**src/rtl/serializer_pkg.sv**
```systemverilog
// Shared definitions for the serializer / deserializer pair.
// Holds the Hamming sizing helpers, the data-bit position map and the
// transmit FSM state encoding.
//   code_bits(dw)   : number of Hamming check bits r, smallest with 2^r >= dw + r + 1
//   coded_width(dw) : dw + code_bits(dw)
//   data_pos(idx)   : 1-based Hamming position of data bit idx (powers of two are check slots)
package serializer_pkg;

  typedef enum logic [1:0] {
    IDLE  = 2'd0,
    SHIFT = 2'd1,
    GAP   = 2'd2
  } ser_state_e;

  function automatic int code_bits(input int dw);
    int r;
    r = 0;
    while ((1 << r) < (dw + r + 1)) r++;
    return r;
  endfunction

  function automatic int coded_width(input int dw);
    return dw + code_bits(dw);
  endfunction

  // Walk positions 3,5,6,7,9,... skipping powers of two until the
  // idx-th data slot is reached.
  function automatic int data_pos(input int idx);
    int pos;
    int n;
    pos = 3;
    n   = 0;
    while ((n < idx) || ((pos & (pos - 1)) == 0)) begin
      if ((pos & (pos - 1)) != 0) n++;
      pos++;
    end
    return pos;
  endfunction

endpackage

```
**src/rtl/hamming_encode.sv**
```systemverilog
// Combinational Hamming encoder.
// Check bit j is the parity of every data bit whose Hamming position has bit j
// set, so a receiver can compute the syndrome directly as the failing position.
// Ports:
//   data_i  in   DATA_WIDTH              payload
//   code_o  out  coded_width(DATA_WIDTH) {data_i, check}
module hamming_encode
  import serializer_pkg::*;
#(
  parameter int DATA_WIDTH = 8
) (
  input  logic [DATA_WIDTH-1:0]              data_i,
  output logic [coded_width(DATA_WIDTH)-1:0] code_o
);

  localparam int CB = code_bits(DATA_WIDTH);

  logic [CB-1:0] w_check;

  always_comb begin
    w_check = '0;
    for (int i = 0; i < DATA_WIDTH; i++) begin
      for (int j = 0; j < CB; j++) begin
        if (((data_pos(i) >> j) & 1) != 0) w_check[j] = w_check[j] ^ data_i[i];
      end
    end
  end

  assign code_o = {data_i, w_check};

endmodule

```
**src/rtl/serializer.sv**
```systemverilog
// Transmit-side serializer: one-entry holding register on a valid/ready
// handshake, optional Hamming encode before the holding register, and an
// MSB-first shifter paced by an external bit tick with enable/start/done framing.
// Ports:
//   clk_i         in   clock
//   rst_i         in   synchronous reset, active-high
//   data_i        in   parallel payload (DATA_WIDTH)
//   valid_i       in   data_i valid
//   ready_o       out  holding register empty
//   bit_tick_i    in   bit-rate strobe, one serial bit per tick
//   serial_out_o  out  serial data, frame MSB first
//   enable_o      out  serial_out_o carries a bit this cycle
//   start_o       out  first bit of a frame
//   busy_o        out  FSM not IDLE or holding register occupied
//   done_o        out  last bit of a frame
module serializer
  import serializer_pkg::*;
#(
  parameter int DATA_WIDTH = 8,
  parameter int HAS_ECC    = 0,
  parameter int GAP_BITS   = 0
) (
  input  logic                  clk_i,
  input  logic                  rst_i,
  input  logic [DATA_WIDTH-1:0] data_i,
  input  logic                  valid_i,
  output logic                  ready_o,
  input  logic                  bit_tick_i,
  output logic                  serial_out_o,
  output logic                  enable_o,
  output logic                  start_o,
  output logic                  busy_o,
  output logic                  done_o
);

  localparam int FRAME_WIDTH = (HAS_ECC != 0) ? coded_width(DATA_WIDTH) : DATA_WIDTH;
  localparam int CNT_W       = $clog2(FRAME_WIDTH + 1);
  localparam int GAP_W       = (GAP_BITS > 0) ? $clog2(GAP_BITS + 1) : 1;

  localparam logic [CNT_W-1:0] CNT_FULL = CNT_W'(FRAME_WIDTH);
  localparam logic [CNT_W-1:0] CNT_ONE  = CNT_W'(1);
  localparam logic [GAP_W-1:0] GAP_LAST = GAP_W'((GAP_BITS > 0) ? GAP_BITS - 1 : 0);

  logic [FRAME_WIDTH-1:0] w_frame;

  generate
    if (HAS_ECC != 0) begin : g_ecc
      hamming_encode #(.DATA_WIDTH(DATA_WIDTH)) u_enc (
        .data_i (data_i),
        .code_o (w_frame)
      );
    end else begin : g_raw
      assign w_frame = data_i;
    end
  endgenerate

  ser_state_e             r_state, w_state_nxt;
  logic                   r_hold_full, w_hold_full_nxt;
  logic [FRAME_WIDTH-1:0] r_hold, w_hold_nxt;
  logic [FRAME_WIDTH-1:0] r_shift, w_shift_nxt;
  logic [CNT_W-1:0]       r_cnt, w_cnt_nxt, w_rem;
  logic [GAP_W-1:0]       r_gap_cnt, w_gap_cnt_nxt;
  logic                   w_accept, w_drain, w_emit, w_bit, w_first, w_last;
  logic                   r_serial, r_enable, r_start, r_done;

  // w_rem is the number of frame bits still to send, counting the one
  // emitted this tick; it equals FRAME_WIDTH on a frame's first bit.
  always_comb begin
    // NOTE: every signal gets a default first, so no path can infer a latch.
    w_accept      = valid_i && !r_hold_full;
    w_state_nxt   = r_state;
    w_shift_nxt   = r_shift;
    w_cnt_nxt     = r_cnt;
    w_gap_cnt_nxt = r_gap_cnt;
    w_drain       = 1'b0;
    w_emit        = 1'b0;
    w_bit         = 1'b0;
    w_rem         = '0;

    case (r_state)
      IDLE: begin
        if (bit_tick_i && r_hold_full) begin
          w_drain     = 1'b1;
          w_emit      = 1'b1;
          w_bit       = r_hold[FRAME_WIDTH-1];
          w_rem       = CNT_FULL;
          w_shift_nxt = r_hold << 1;
          w_state_nxt = SHIFT;
        end
      end
      SHIFT: begin
        if (bit_tick_i) begin
          w_emit      = 1'b1;
          w_bit       = r_shift[FRAME_WIDTH-1];
          w_rem       = r_cnt;
          w_shift_nxt = r_shift << 1;
        end
      end
      GAP: begin
        if (bit_tick_i) begin
          if (r_gap_cnt == GAP_LAST) begin
            w_state_nxt   = IDLE;
            w_gap_cnt_nxt = '0;
          end else begin
            w_gap_cnt_nxt = r_gap_cnt + GAP_W'(1);
          end
        end
      end
      default: w_state_nxt = IDLE;
    endcase

    if (w_emit) begin
      w_cnt_nxt = w_rem - CNT_ONE;
      if (w_rem == CNT_ONE) begin
        if (GAP_BITS > 0) begin
          w_state_nxt   = GAP;
          w_gap_cnt_nxt = '0;
        end else if (r_hold_full && !w_drain) begin
          // Gapless reload: the next tick sends the new frame's MSB from SHIFT.
          w_drain     = 1'b1;
          w_shift_nxt = r_hold;
          w_cnt_nxt   = CNT_FULL;
          w_state_nxt = SHIFT;
        end else begin
          w_state_nxt = IDLE;
        end
      end
    end

    w_first         = w_emit && (w_rem == CNT_FULL);
    w_last          = w_emit && (w_rem == CNT_ONE);
    w_hold_full_nxt = (r_hold_full && !w_drain) || w_accept;
    w_hold_nxt      = w_accept ? w_frame : r_hold;
  end

  always_ff @(posedge clk_i) begin
    // NOTE: state is updated with non-blocking assignments so every register
    // samples the pre-edge values regardless of statement order.
    if (rst_i) begin
      r_state     <= IDLE;
      r_hold_full <= 1'b0;
      r_hold      <= '0;
      r_shift     <= '0;
      r_cnt       <= '0;
      r_gap_cnt   <= '0;
      r_serial    <= 1'b0;
      r_enable    <= 1'b0;
      r_start     <= 1'b0;
      r_done      <= 1'b0;
    end else begin
      r_state     <= w_state_nxt;
      r_hold_full <= w_hold_full_nxt;
      r_hold      <= w_hold_nxt;
      r_shift     <= w_shift_nxt;
      r_cnt       <= w_cnt_nxt;
      r_gap_cnt   <= w_gap_cnt_nxt;
      r_serial    <= w_emit && w_bit;
      r_enable    <= w_emit;
      r_start     <= w_first;
      r_done      <= w_last;
    end
  end

  assign ready_o      = !r_hold_full;
  assign busy_o       = (r_state != IDLE) || r_hold_full;
  assign serial_out_o = r_serial;
  assign enable_o     = r_enable;
  assign start_o      = r_start;
  assign done_o       = r_done;

endmodule

```
**config.mk**
```make
export PLATFORM = sky130hd
export DESIGN_NAME = serializer
export DESIGN_NICKNAME = d
export VERILOG_FILES = /design/src/rtl/serializer_pkg.sv /design/src/rtl/hamming_encode.sv /design/src/rtl/serializer.sv
export SDC_FILE = /design/constraint.sdc
export NUM_CORES = 1
export LEC_CHECK = 0
export CAP_MARGIN = 20
export CORE_ASPECT_RATIO = 1.1
export CORE_MARGIN = 3
export CORE_UTILIZATION = 44
export DETAILED_ROUTE_END_ITERATION = 12
export HOLD_SLACK_MARGIN = 0.03
export PLACE_DENSITY = 0.64
export SLEW_MARGIN = 10
export SYNTH_ARGS = -nofsm -noshare
export SYNTH_HDL_FRONTEND = slang
export SYNTH_SLANG_ARGS = --single-unit
```
**constraint.sdc**
```tcl
create_clock -name clk_i -period 2.4 [get_ports clk_i]
set_input_delay 0.36 -clock clk_i [delete_from_list [all_inputs] [get_ports clk_i]]
set_output_delay 0.36 -clock clk_i [all_outputs]
set_load 0.02 [all_outputs]
```
==> results <==
- The run finished with clean final reports.
- In the synthesized netlist the async set-or-reset flop fraction comes to 0.
- The initialized floorplan defines 20 standard-cell rows.
- Along the worst path, the maximum fanout reaches 20.
- The area growth from synthesis to final layout is 17.7%.
- Power comes to 0.000812 W.
- The aggregate global-route resource usage is 0.184.
- The total overflow left after global routing is 0.
- The switching share of total power is 0.267.
- Data on the critical path is required at its endpoint by slightly above 2000 ps.
- Dividing the detail-routed wire length by the instance count gives 15.1 um.
- The slowest library cell on the worst path is sky130_fd_sc_hd__clkdlybuf4s50_1.
- Power spread over the standard cell area amounts to 527 mW/mm^2.
- Traced cell by cell, the critical path runs through buf_4 -> or3_1 -> clkdlybuf4s50_1.
- Yosys printed 0 warnings.
- At the worst endpoint, the arrival time is 1690 ps.
- The fraction of synthesized cell area taken by the top area cell type is 0.413.
- By area the synthesized netlist is led by sky130_fd_sc_hd__dfxtp_1 41%, sky130_fd_sc_hd__nand2_1 7.7%, sky130_fd_sc_hd__nand3b_1 5.2%, sky130_fd_sc_hd__nand3_1 5.0%, sky130_fd_sc_hd__a311oi_1 4.7%.
- The count of pins over their slew limit is 0.
- The critical path contains buffers and inverters numbering 2 combined.
- Dividing the synthesized area by the synthesized cell count gives between 8 and 9 um^2.
- The most used flip-flop cell after synthesis is sky130_fd_sc_hd__dfxtp_1.
- The critical path launch point type is a flop.
- The number of port buffers is 17.
- Post-CTS timing repair inserted 0 buffers for setup.
- The net switching component of the power is 0.000217 W.
- The CTS tree is done.
- The count of nets left with antenna violations once routing finished came out at 0.
- In this design, the stage delay of the slowest critical-path cell is 540 ps.
- The number of buffers inserted by hold repair at cts is 0.
- The internal power of the cells totals 0.000595 W.
- Summed over all instances, the cell type with the most area after synthesis is sky130_fd_sc_hd__dfxtp_1.
- The highest clock rate is 487 MHz.
- Summed over all failing endpoints, the final setup total negative slack is 0 ps.
- The number of global-route vias before repair was 1220.
- The critical path is of the flop to output port type.
- The count of flip-flops with a built-in enable after synthesis is 0.
- After synthesis the netlist holds a flip-flop and latch count of 27.
- The number of distinct library cells after synthesis is 28.
- Setup violations remaining at the end of the flow were counted as 0.
- Pin placement for this block handled 18 I/O pins.
- The maximum number of pins on one net before global-route repair is 21.
- In the finished design, the share of the clock period the worst path needs comes to 0.856.
- The detailed router placed 1221 vias in this run.
- The largest buffer count on any clock path is 2.
- Of the total power, combinational logic draws 0.161.
- For this design, the sink count on the clock tree is 27.
- The share of the Yosys chip area taken by registers is 0.413.
- Across the VDD grid, the largest voltage drop is 0.347 mV.
- The pin slew with the least headroom to its limit is 492 ps.
- The share of total power dissipated in the clock network is 0.240.
- The gate family responsible for the most delay along the worst path is buffers and inverters.
- The number of antenna violations at the first check in global routing came to 0.
- The HPWL after detailed placement is 2190 um.
- The die area is ~0.0037 mm^2.
- The worst path needs a little over 2000 ps of the cycle, external delays included.
- The element type at the critical path end is an output port.
- The sum of routed wire length over all layers is around 3100 um.
- The initial utilization of the core area, before any placement, comes to 0.467.
- The per-cell via count in the routed design is just under 6.
- The buffer type at the clock tree root is sky130_fd_sc_hd__clkbuf_4.
- The violation count after the first detailed-route iteration is 54.
- The die is 58.0 um wide.
- The sequential fraction of design power is 0.599.
- The first-pass GRT wire length is 5460 um.
- The number of clock buffers inserted by TritonCTS is 3.
- Setup repair after global routing left no endpoint under its margin.
- The final estimated routing congestion in global placement is roughly 0.85.
- In the final layout, the share of cells above drive strength 1 is 0.0814.
- The first-pass iteration count of the detailed router is 4.
- The top cell types in the final layout, fill and taps aside, are 27 x sky130_fd_sc_hd__nand2_1, 27 x sky130_fd_sc_hd__dfxtp_1, 17 x sky130_fd_sc_hd__clkdlybuf4s50_1.
- The net total in the final layout is 187.
- The tool flagged a number of max-cap violations equal to 0.
- The number of diodes added for antenna fixing is 0.
- The standby leakage power is 0.518 nW.
- The post-cts repair resize count is 0.
- After clock tree synthesis, the clock-pin slew on the worst setup and hold paths is 140 ps.
- The remaining routing DRC violations is 0.
- The clock reaches the later pin of the worst-skew pair after 320 ps.
- The classification of the worst-slack hold path is flop to flop.
- The gate count after technology mapping is 157.
- The H-tree depth is 1.
- The height of the die is roughly 63 um.
- The cell area after synthesis is ~0.0013 mm^2.
- Headroom to the max-slew limit came out at 0.671.
- The largest clock skew in the final design is 6.66 ps.
- The total core area is 0.00280 mm^2.
- The net count after synthesis is 171.
- The number of failing hold endpoints at the final stage is 0.
synthesized netlist by cell type, drive strengths merged, types with 3 or more instances:
| cell type | number |
|---|---|
| a311oi | 7 |
| nand3b | 9 |
| inv | 3 |
| a21oi | 12 |
| dfxtp | 27 |
| nor3 | 10 |
| nand3 | 13 |
| nor2 | 3 |
| a211oi | 4 |
| nand4bb | 3 |
| nand2 | 27 |
| a21o | 7 |
| clkbuf | 7 |
| buf | 7 |
path summary, 6_finish.rpt:
path                                  from         end  slack (ps)  depth (start not counted)
worst max register to register  r_state[1]  r_shift[6]         470                          7
worst min register to register   r_hold[7]   r_hold[7]         480                          2
worst min-delay path             r_hold[7]   r_hold[7]         480                          2
worst max-delay path            r_state[0]      busy_o         350                          3
registers in the layout, indices dropped and copies added (netlist names):
| register | count |
|---|---|
| serial_out_o | 1 |
| r_state | 2 |
| r_hold_full | 1 |
| done_o | 1 |
| r_cnt | 4 |
| r_hold | 8 |
| enable_o | 1 |
| start_o | 1 |
| r_shift | 8 |
power groups by stage:
stage	Sequential, W	Combinational, W	Clock (W)
finish	0.000487	0.000131	0.000195
CTS	0.000487	0.000132	0.000205
global route	0.000490	0.000144	0.000223
floorplan	0.000491	0.0000829	0
detailed placement	0.000496	0.000131	0
global placement	0.000495	0.000128	0
metrics by stage:
step	utilization	worst slack, ps	instances	cell area (um^2)	hold WS [ps]
after global routing	0.550	259	205	1540	506
final	0.550	347	205	1540	485
after CTS	0.550	323	205	1540	489
after detailed placement	0.541	56.9	201	1520	470
after global placement	0.541	158	201	1520	465
after floorplan	-	508	157	1310	437
cell families (layout without fill, tap and decap cells):
family	Yosys count	count (layout)	share of synthesized area
compound gates	37	37	0.202
buf+inv	17	32	0.0592
flops	27	27	0.413
simple gates	74	74	0.308
fa+ha+maj	2	2	0.0191
cell type report:
cell class / instances / area [um^2]
flip-flops and latches: 27 / 541
repair buffers: 25 / 230
inverters: 3 / 11.3
fillers: 283 / 1260
well taps: 33 / 41.3
multi-input cells: 113 / 692
clock buffers: 4 / 26.3
worst min-delay path, delay by kind of cell, from the launching register on:
| kind | cells | cell delay, ps |
|---|---|---|
| AO/OA/AOI/OAI | 1 | 50 |
| flip-flops | 1 | 350 |
| AND/OR/NAND/NOR | 1 | 60 |
layer usage:
layer | global-route usage | vias to the layer above | share of wire
met5 | 0 | - | 0
met4 | 0.0783 | 0 | 0.0097
met3 | 0.0184 | 4 | 0.043
met2 | 0.299 | 29 | 0.49
met1 | 0.245 | 586 | 0.45
li1 | - | 602 | -
(Power assumes the default switching activity.)
